<file path="src/rtl/mips_pkg.sv">
// Shared definitions for the non-pipelined MIPS core: fetch FSM states,
// opcode constants used by fetch and control, and the default reset PC.
package mips_pkg;

  typedef enum logic [1:0] {
    S_IDLE  = 2'd0,
    S_FETCH = 2'd1,
    S_EXEC  = 2'd2
  } fetch_state_t;

  localparam logic [5:0] OP_RTYPE = 6'b000000;
  localparam logic [5:0] OP_J     = 6'b000010;
  localparam logic [5:0] OP_LW    = 6'b100011;
  localparam logic [5:0] OP_SW    = 6'b101011;
  localparam logic [5:0] OP_BEQ   = 6'b000100;

  localparam logic [31:0] DEFAULT_RESET_PC = 32'h0000_0000;

  // Sign-extended, word-scaled beq displacement.
  function automatic logic [31:0] branch_offset(input logic [15:0] imm);
    return {{14{imm[15]}}, imm, 2'b00};
  endfunction

endpackage

</file>
<file path="src/rtl/fetch_unit_if.sv">
// Instruction memory read channel: req/addr from fetch, ack/rdata from memory.
interface fetch_unit_if;

  logic        imem_req;
  logic [31:0] imem_addr;
  logic        imem_ack;
  logic [31:0] imem_rdata;

  modport master (
    output imem_req,
    output imem_addr,
    input  imem_ack,
    input  imem_rdata
  );

  modport slave (
    input  imem_req,
    input  imem_addr,
    output imem_ack,
    output imem_rdata
  );

endinterface

</file>
<file path="src/rtl/next_pc_calc.sv">
// Next-PC selection after an instruction completes: jump, taken beq, or
// fall-through, in that priority order. All adds wrap modulo 2^32.
module next_pc_calc
  import mips_pkg::*;
(
  input  logic [31:0] pc_plus4,
  input  logic [31:0] instr,
  input  logic        jump,
  input  logic        branch,
  input  logic        alu_zero,
  output logic [31:0] next_pc
);

  // The opcode field is decoded by the control unit, not here.
  logic unused_opcode;
  assign unused_opcode = ^instr[31:26];

  always_comb begin
    next_pc = pc_plus4;
    if (jump) begin
      next_pc = {pc_plus4[31:28], instr[25:0], 2'b00};
    end else if (branch && alu_zero) begin
      next_pc = pc_plus4 + branch_offset(instr[15:0]);
    end
  end

endmodule

</file>
<file path="src/rtl/fetch_unit.sv">
// Fetch/PC sequencing stage: IDLE -> FETCH (req/ack) -> EXEC (wait for the
// datapath), then advance the PC and count the retired instruction.
module fetch_unit
  import mips_pkg::*;
#(
  parameter logic [31:0] RESET_PC = DEFAULT_RESET_PC
) (
  input  logic          clk,
  input  logic          rst_n,
  fetch_unit_if.master  imem,
  input  logic          jump,
  input  logic          branch,
  input  logic          alu_zero,
  input  logic          stall,
  output logic [31:0]   instr,
  output logic [5:0]    opcode,
  output logic          instr_valid,
  output logic [31:0]   pc,
  output logic [31:0]   pc_plus4,
  output logic [31:0]   retired
);

  fetch_state_t state_reg;
  logic [31:0]  pc_reg;
  logic [31:0]  instr_reg;
  logic [31:0]  retired_reg;
  logic         req_reg;
  logic         valid_reg;
  logic [31:0]  pc_plus4_next;
  logic [31:0]  pc_next;

  assign pc_plus4_next = pc_reg + 32'd4;

  next_pc_calc u_next_pc_calc (
    .pc_plus4 (pc_plus4_next),
    .instr    (instr_reg),
    .jump     (jump),
    .branch   (branch),
    .alu_zero (alu_zero),
    .next_pc  (pc_next)
  );

  // req/valid are registered alongside the state so they never glitch;
  // imem_addr is the PC register itself, hence stable across wait states.
  always_ff @(posedge clk or negedge rst_n) begin
    if (!rst_n) begin
      state_reg   <= S_IDLE;
      pc_reg      <= RESET_PC;
      instr_reg   <= 32'd0;
      retired_reg <= 32'd0;
      req_reg     <= 1'b0;
      valid_reg   <= 1'b0;
    end else begin
      case (state_reg)
        S_IDLE: begin
          state_reg <= S_FETCH;
          req_reg   <= 1'b1;
        end
        S_FETCH: begin
          if (imem.imem_ack) begin
            instr_reg <= imem.imem_rdata;
            state_reg <= S_EXEC;
            req_reg   <= 1'b0;
            valid_reg <= 1'b1;
          end
        end
        S_EXEC: begin
          if (!stall) begin
            pc_reg      <= pc_next;
            retired_reg <= retired_reg + 32'd1;
            state_reg   <= S_FETCH;
            req_reg     <= 1'b1;
            valid_reg   <= 1'b0;
          end
        end
        default: begin
          state_reg <= S_IDLE;
          req_reg   <= 1'b0;
          valid_reg <= 1'b0;
        end
      endcase
    end
  end

  assign imem.imem_req  = req_reg;
  assign imem.imem_addr = pc_reg;
  assign instr          = instr_reg;
  assign opcode         = instr_reg[31:26];
  assign instr_valid    = valid_reg;
  assign pc             = pc_reg;
  assign pc_plus4       = pc_plus4_next;
  assign retired        = retired_reg;

endmodule
</file>
<file path="src/flat_wrapper.sv">
// flat-port wrapper written by rule: the top's interface ports become plain ports
module fetch_unit_flat import mips_pkg::*;
#(
  parameter logic [31:0] RESET_PC = DEFAULT_RESET_PC
)
  (clk, rst_n, jump, branch, alu_zero, stall, instr, opcode, instr_valid, pc, pc_plus4, retired, imem_imem_req, imem_imem_addr, imem_imem_ack, imem_imem_rdata);
  fetch_unit_if imem_i ();
  input  logic clk;
  input  logic rst_n;
  input  logic jump;
  input  logic branch;
  input  logic alu_zero;
  input  logic stall;
  output logic [31:0] instr;
  output logic [5:0] opcode;
  output logic instr_valid;
  output logic [31:0] pc;
  output logic [31:0] pc_plus4;
  output logic [31:0] retired;
  output wire logic [$bits(imem_i.imem_req)-1:0] imem_imem_req;
  output wire logic [$bits(imem_i.imem_addr)-1:0] imem_imem_addr;
  input wire logic [$bits(imem_i.imem_ack)-1:0] imem_imem_ack;
  input wire logic [$bits(imem_i.imem_rdata)-1:0] imem_imem_rdata;
  assign imem_imem_req = imem_i.imem_req;
  assign imem_imem_addr = imem_i.imem_addr;
  assign imem_i.imem_ack = imem_imem_ack;
  assign imem_i.imem_rdata = imem_imem_rdata;
  fetch_unit #(.RESET_PC(RESET_PC)) u_core (.clk(clk), .rst_n(rst_n), .imem(imem_i), .jump(jump), .branch(branch), .alu_zero(alu_zero), .stall(stall), .instr(instr), .opcode(opcode), .instr_valid(instr_valid), .pc(pc), .pc_plus4(pc_plus4), .retired(retired));
endmodule
</file>
<file path="config.mk">
export PLATFORM = sky130hd
export DESIGN_NAME = fetch_unit_flat
export DESIGN_NICKNAME = d
export VERILOG_FILES = /design/src/rtl/mips_pkg.sv /design/src/rtl/fetch_unit_if.sv /design/src/rtl/next_pc_calc.sv /design/src/rtl/fetch_unit.sv /design/src/flat_wrapper.sv
export SDC_FILE = /design/constraint.sdc
export NUM_CORES = 1
export LEC_CHECK = 0
export CORE_AREA = 3 3 123 125
export CTS_BUF_LIST = sky130_fd_sc_hd__clkbuf_8
export DETAILED_ROUTE_END_ITERATION = 10
export DIE_AREA = 0 0 126 128
export PLACE_DENSITY = 0.82
export RECOVER_POWER = 25
export SYNTH_ARGS = -nofsm -noshare
export SYNTH_HDL_FRONTEND = slang
export SYNTH_SLANG_ARGS = --single-unit
export TNS_END_PERCENT = 30
</file>
<file path="constraint.sdc">
create_clock -name clk -period 3.6 [get_ports clk]
set_input_delay 0.72 -clock clk [delete_from_list [all_inputs] [get_ports clk]]
set_output_delay 0.72 -clock clk [all_outputs]
set_load 0.01 [all_outputs]
</file>
== After elaboration in Yosys (flattened, before gate mapping) ==
Cells that the tools add are included.

* Eq/ne operators: 4
* Add/sub/neg operators: 3
* Reduce and logical (&&, ||, !) cells: 6
* Multiplexer cells: 11
* Bitwise operators: 2

{| class="wikitable"
|+ Operators with widths
! cell !! count
|-
| 2-to-1 mux 32 bit || 2
|-
| adder 32 x 1 -> 32 bit, second input constant || 1
|-
| adder 32 x 3 -> 32 bit, second input constant || 1
|-
| adder 32 bit || 1
|-
| one-hot mux 1 bit (3 select lines) || 2
|-
| one-hot mux 2 bit (3 select lines) || 1
|-
| AND reduction 2 bit || 3
|-
| 2-to-1 mux 1 bit || 4
|-
| 2-to-1 mux 2 bit || 2
|-
| inequality test 2 bit, second input constant || 2
|-
| AND reduction 3 bit || 1
|-
| equality test 2 x 1 -> 1 bit, second input constant || 1
|-
| equality test 2 bit, second input constant || 1
|-
| logical NOT 2 bit || 1
|-
| NOT 1 bit || 2
|-
| logical AND 1 bit || 1
|}

* Output and inout bits: 168
* Register bits: 100
* Input port bits: 39

== Depth between registers and ports, before layout ==
* Depth in word-level cells: 4
* Depth in mapped cells: 16
* Mapped depth without buffers: 15

== Hierarchy ==
A second synthesis with hierarchy kept.

* Cell total of the unflattened synthesis: 722
* Area, all modules: 7053.0 µm²

{| class="wikitable"
|+ By module, submodules not included
! module !! cells an instance !! area an instance (µm²) !! times used !! sequential area each (µm²)
|-
| fetch_unit || 395 || 4812.1 || 1 || 2477.4
|-
| next_pc_calc || 327 || 2240.9 || 1 || 0.0
|}

== Worst setup path after synthesis ==
OpenSTA, ideal clock, no wires.

* Kind: register to register
* Start point: register u_core.pc_reg[2], in the netlist u_core.imem.imem_addr[2]
* End point: register u_core.pc_reg[28], in the netlist u_core.imem.imem_addr[28]
* Data arrival time: 3.428 ns
* Period minus slack after synthesis: 3.550 ns
* Path buffers: 0
* Setup time: 0.122 ns
* Path slack: 0.050 ns
* Data required time: 3.478 ns
* Stages on the path, launching flop included: 15
* Cells stage by stage: dfrtp_1 > ha_1 > inv_1 > nor3_2 > nand4_1 > xnor2_1 > ha_1 > and2_4 > and3_1 > a221oi_2 > o31ai_1 > a221o_1 > a211oi_2 > mux2i_1 > nand2_1

* Longest elaborated chain between the ends: 4

{| class="wikitable"
|+ RTL lines
! what !! RTL line !! source
|-
| start: declaration || fetch_unit.sv:24 || <nowiki>logic [31:0] pc_reg;</nowiki>
|-
| start signal: assignment || fetch_unit.sv:69 || <nowiki>pc_reg <= pc_next;</nowiki>
|-
| adder 32 x 3 -> 32 bit || fetch_unit.sv:32 || <nowiki>assign pc_plus4_next = pc_reg + 32'd4;</nowiki>
|-
| named net pc_plus4[14] || flat_wrapper.sv:18 || <nowiki>output logic [31:0] pc_plus4;</nowiki>
|-
| adder 32 bit || next_pc_calc.sv:23 || <nowiki>next_pc = pc_plus4 + branch_offset(instr[15:0]);</nowiki>
|-
| 2-to-1 mux 32 bit || next_pc_calc.sv:22 || <nowiki>end else if (branch && alu_zero) begin</nowiki>
|-
| 2-to-1 mux 32 bit || next_pc_calc.sv:20 || <nowiki>if (jump) begin</nowiki>
|}

The timed path passes the listed nets, and every way through them passes these cells.
A chain may end at the register's enable or synchronous reset.

== Final worst setup path ==
* Start point: register u_core.pc_reg[12], in the netlist u_core.imem.imem_addr[12]
* End point: output port pc_plus4[30]

* Longest elaborated chain between the ends: 1

{| class="wikitable"
|+ RTL lines
! what !! RTL line
|-
| adder 32 x 3 -> 32 bit || fetch_unit.sv:32
|-
| end: declaration || flat_wrapper.sv:18
|}

Every way passes these cells.

==> out/qor.csv <==
metric,value,unit
outcome,"finished, violations left",
failing checks,"capacitance limit, slew limit",
Via density,5.63,
family with the most delay on the worst path,simple AND/OR/NAND/NOR gates,
Fill cells,1153,
core area,14000,um2
Synth Register Bits,97,
R2R cell count,15,
final WL,19.5,mm
Num CTS Buffers,9,
CP bufs+invs,2,
vias in the first global route,5992,
Skew-Pair Late Insertion Delay,0.39,ns
Setup WS post-layout,0.134,ns
WS Path Type,flip-flop to output port,
IO Port Bufs,200,
min cycle time layout,3.47,ns
design area,9220,um2
largest net degree at the start of global routing,61,
FF-to-FF End,u_core.imem.imem_addr[28],
"EDFF count, synth",0,
critical-path cell list,"and4_2, and4_1, buf_4, and3_1, and3_1, xor2_2, clkdlybuf4s50_1",
CTS tree,done,
Max VDD drop,0.000511,V
Starting Density,49.3,%
cts hold-fix bufs,0,
"commonest non-fill, non-tap cells in the layout","clkdlybuf4s50_1 (198), dfrtp_1 (92), nand2_1 (76), xnor2_1 (53)",
multi-input logic area,4080,um2
Reg area,2430,um2
Placer Congestion,0.952,
MaxCap Viol Count,1,
DRC viols,0,
reg2reg start,u_core.imem.imem_addr[2],
total gr overflow,0,
Die X,126,um
pins over their slew limit,38,
layout cells sized above 1,12.2,%
Setup crit start kind,flip-flop,
worst-path fanout max,7,
r2r setup slk,0.16,ns
Final Core Density,65.9,%
critical path arrival,2.75,ns
Mapped Area,6900,um2
antenna violations before repair,1,
# IOs,207,
sequential-to-total area share from yosys stat,35.2,%
All-Layer GR Usage,23.6,%
Worst-Margin Slew,1.99,ns
CP max-delay cell,clkdlybuf4s50_1,
worst rel slew slack,-32.8,%
Setup WS pre-CTS,0.119,ns
"Net count, final",1008,
Root Buffer,clkbuf_8,
placed cells,1100,
Critical path origin,u_core.imem.imem_addr[12],
Post-Syn Instances,753,
Max Freq,0.289,GHz
1st-iter DRT viols,328,
Antenna Nets Post-Route,0,
via count,6287,
DPL Wire Length,14.9,mm
"commonest non-fill, non-tap cell in the layout",clkdlybuf4s50_1,
drt wl/cell,17.5,um
"most used cell, CP",and3_1,
site row count,43,
global-route wire length before repair,31.1,mm
Synth-to-Final Area Change,33.6,%
Fin Clk Skew,0.0114,ns
YS warnings,0,
Setup Buffers After CTS,0,
Worst path max stage delay,0.56,ns
Clock Sinks,97,
period utilization,96.3,%
Final Hold Viols,0,
worst hold path type,flip-flop to flip-flop,
WP data required,2.88,ns
dpl cell area,8970,um2
Pwr Density,911,nW/um2
Clock Path Buffers,2,
DRT Pass-1 Iters,5,
prevailing post-synth register cell,dfrtp_1,
Mean Syn Cell Area,9.17,um2
Hold Startpoint,u_core.retired[31],
Die Y,128,um
Die Area,16100,um2
# H-tree levels,3,
setup TNS,0,ns
ys async rst share,100,%
leak pwr,4.00,nW
"Distinct cells, synth",70,
final non-filler cell total,1116,
final setup fails,0,
WP depth,7,
Pwr Total,8.40,mW
CP endpoint kind,output port,
clk slew on worst S/H paths,0.10,ns
Fin Hold WS,0.489,ns
Ant. Diodes,0,
critical path capture point,pc_plus4[30],
==> cells in the mapped netlist (3+ instances only) <==
master	number	area, um2
dfrtp_1	97	2430
nand2_1	76	285
xnor2_1	55	482
nor2_1	45	169
o21ai_0	45	225
buf_4	42	315
a21oi_1	40	200
ha_1	37	463
mux2_2	32	360
nand3_1	32	160
and3_1	28	175
clkbuf_1	21	78.8
xor2_1	19	166
a21o_1	17	128
nor3_1	17	85.1
nand4_1	13	81.3
a211oi_1	12	90.1
inv_1	10	37.5
a31oi_1	7	43.8
and4_1	7	61.3
mux2i_1	7	70.1
o211ai_1	6	45.0
o21bai_1	6	45.0
o31ai_1	5	37.5
or3_1	5	31.3
a22oi_1	4	30.0
and2_1	4	25.0
o21a_1	4	30.0
a21oi_2	3	26.3
buf_2	3	15.0
nor2b_1	3	18.8
o21ai_1	3	15.0
o22ai_1	3	18.8
==> metal layers <==
metal | track usage, % | up-vias | part of all wire (%)
li1 | - | 3020 | -
met1 | 31.1 | 3012 | 44
met2 | 40.1 | 236 | 49
met3 | 4.29 | 17 | 6.0
met4 | 6.12 | 2 | 1.3
met5 | 0 | - | 0.046
==> how the worst min path moves through the flow <==
stage	cells past startpoint	endpoint	slack, ns
2_1_floorplan	0	u_core.imem.imem_addr[10]	0.42
4_1_cts	1	u_core.instr[7]	0.28
6_report	1	u_core.retired[31]	0.49
5_1_grt	1	u_core.retired[12]	0.52
3_3_place_gp	1	u_core.retired[31]	0.46
3_5_place_dp	1	u_core.retired[6]	0.48
==> cell families after synthesis <==
logic type / count (synthesis) / share of synthesized area, %
xor gates and xnor gates: 75 / 9.62
AOI/OAI and AO/OA: 174 / 16.5
other: 1 / 0.0543
muxes: 39 / 6.24
buffers and inverters: 78 / 6.60
DFF: 97 / 35.2
adders and majority gates: 38 / 7.00
and+or+nand+nor: 251 / 18.8
==> timing repair <==
item                       CTS  global route
resized for setup            2            13
gates cloned                 0             0
setup endpoints to repair    1            14
pin swaps                    0             2
==> layout make-up <==
cell class / instances / area share, %
well taps: 180 / 2.44
flip-flops and latches: 97 / 26.4
clock buffers: 10 / 1.49
inverters: 10 / 0.407
clock inverters: 6 / 0.679
multi-input cells: 583 / 44.3
repair buffers: 230 / 24.3
==> where the power goes <==
group          leakage (nW)  internal [mW]  switching [mW]
clock network         0.101          0.286           0.433
registers              1.21           1.46           0.476
logic                  2.69           2.89            2.86
total                  4.00           4.64            3.77
Power figures use the tool's default switching activity.
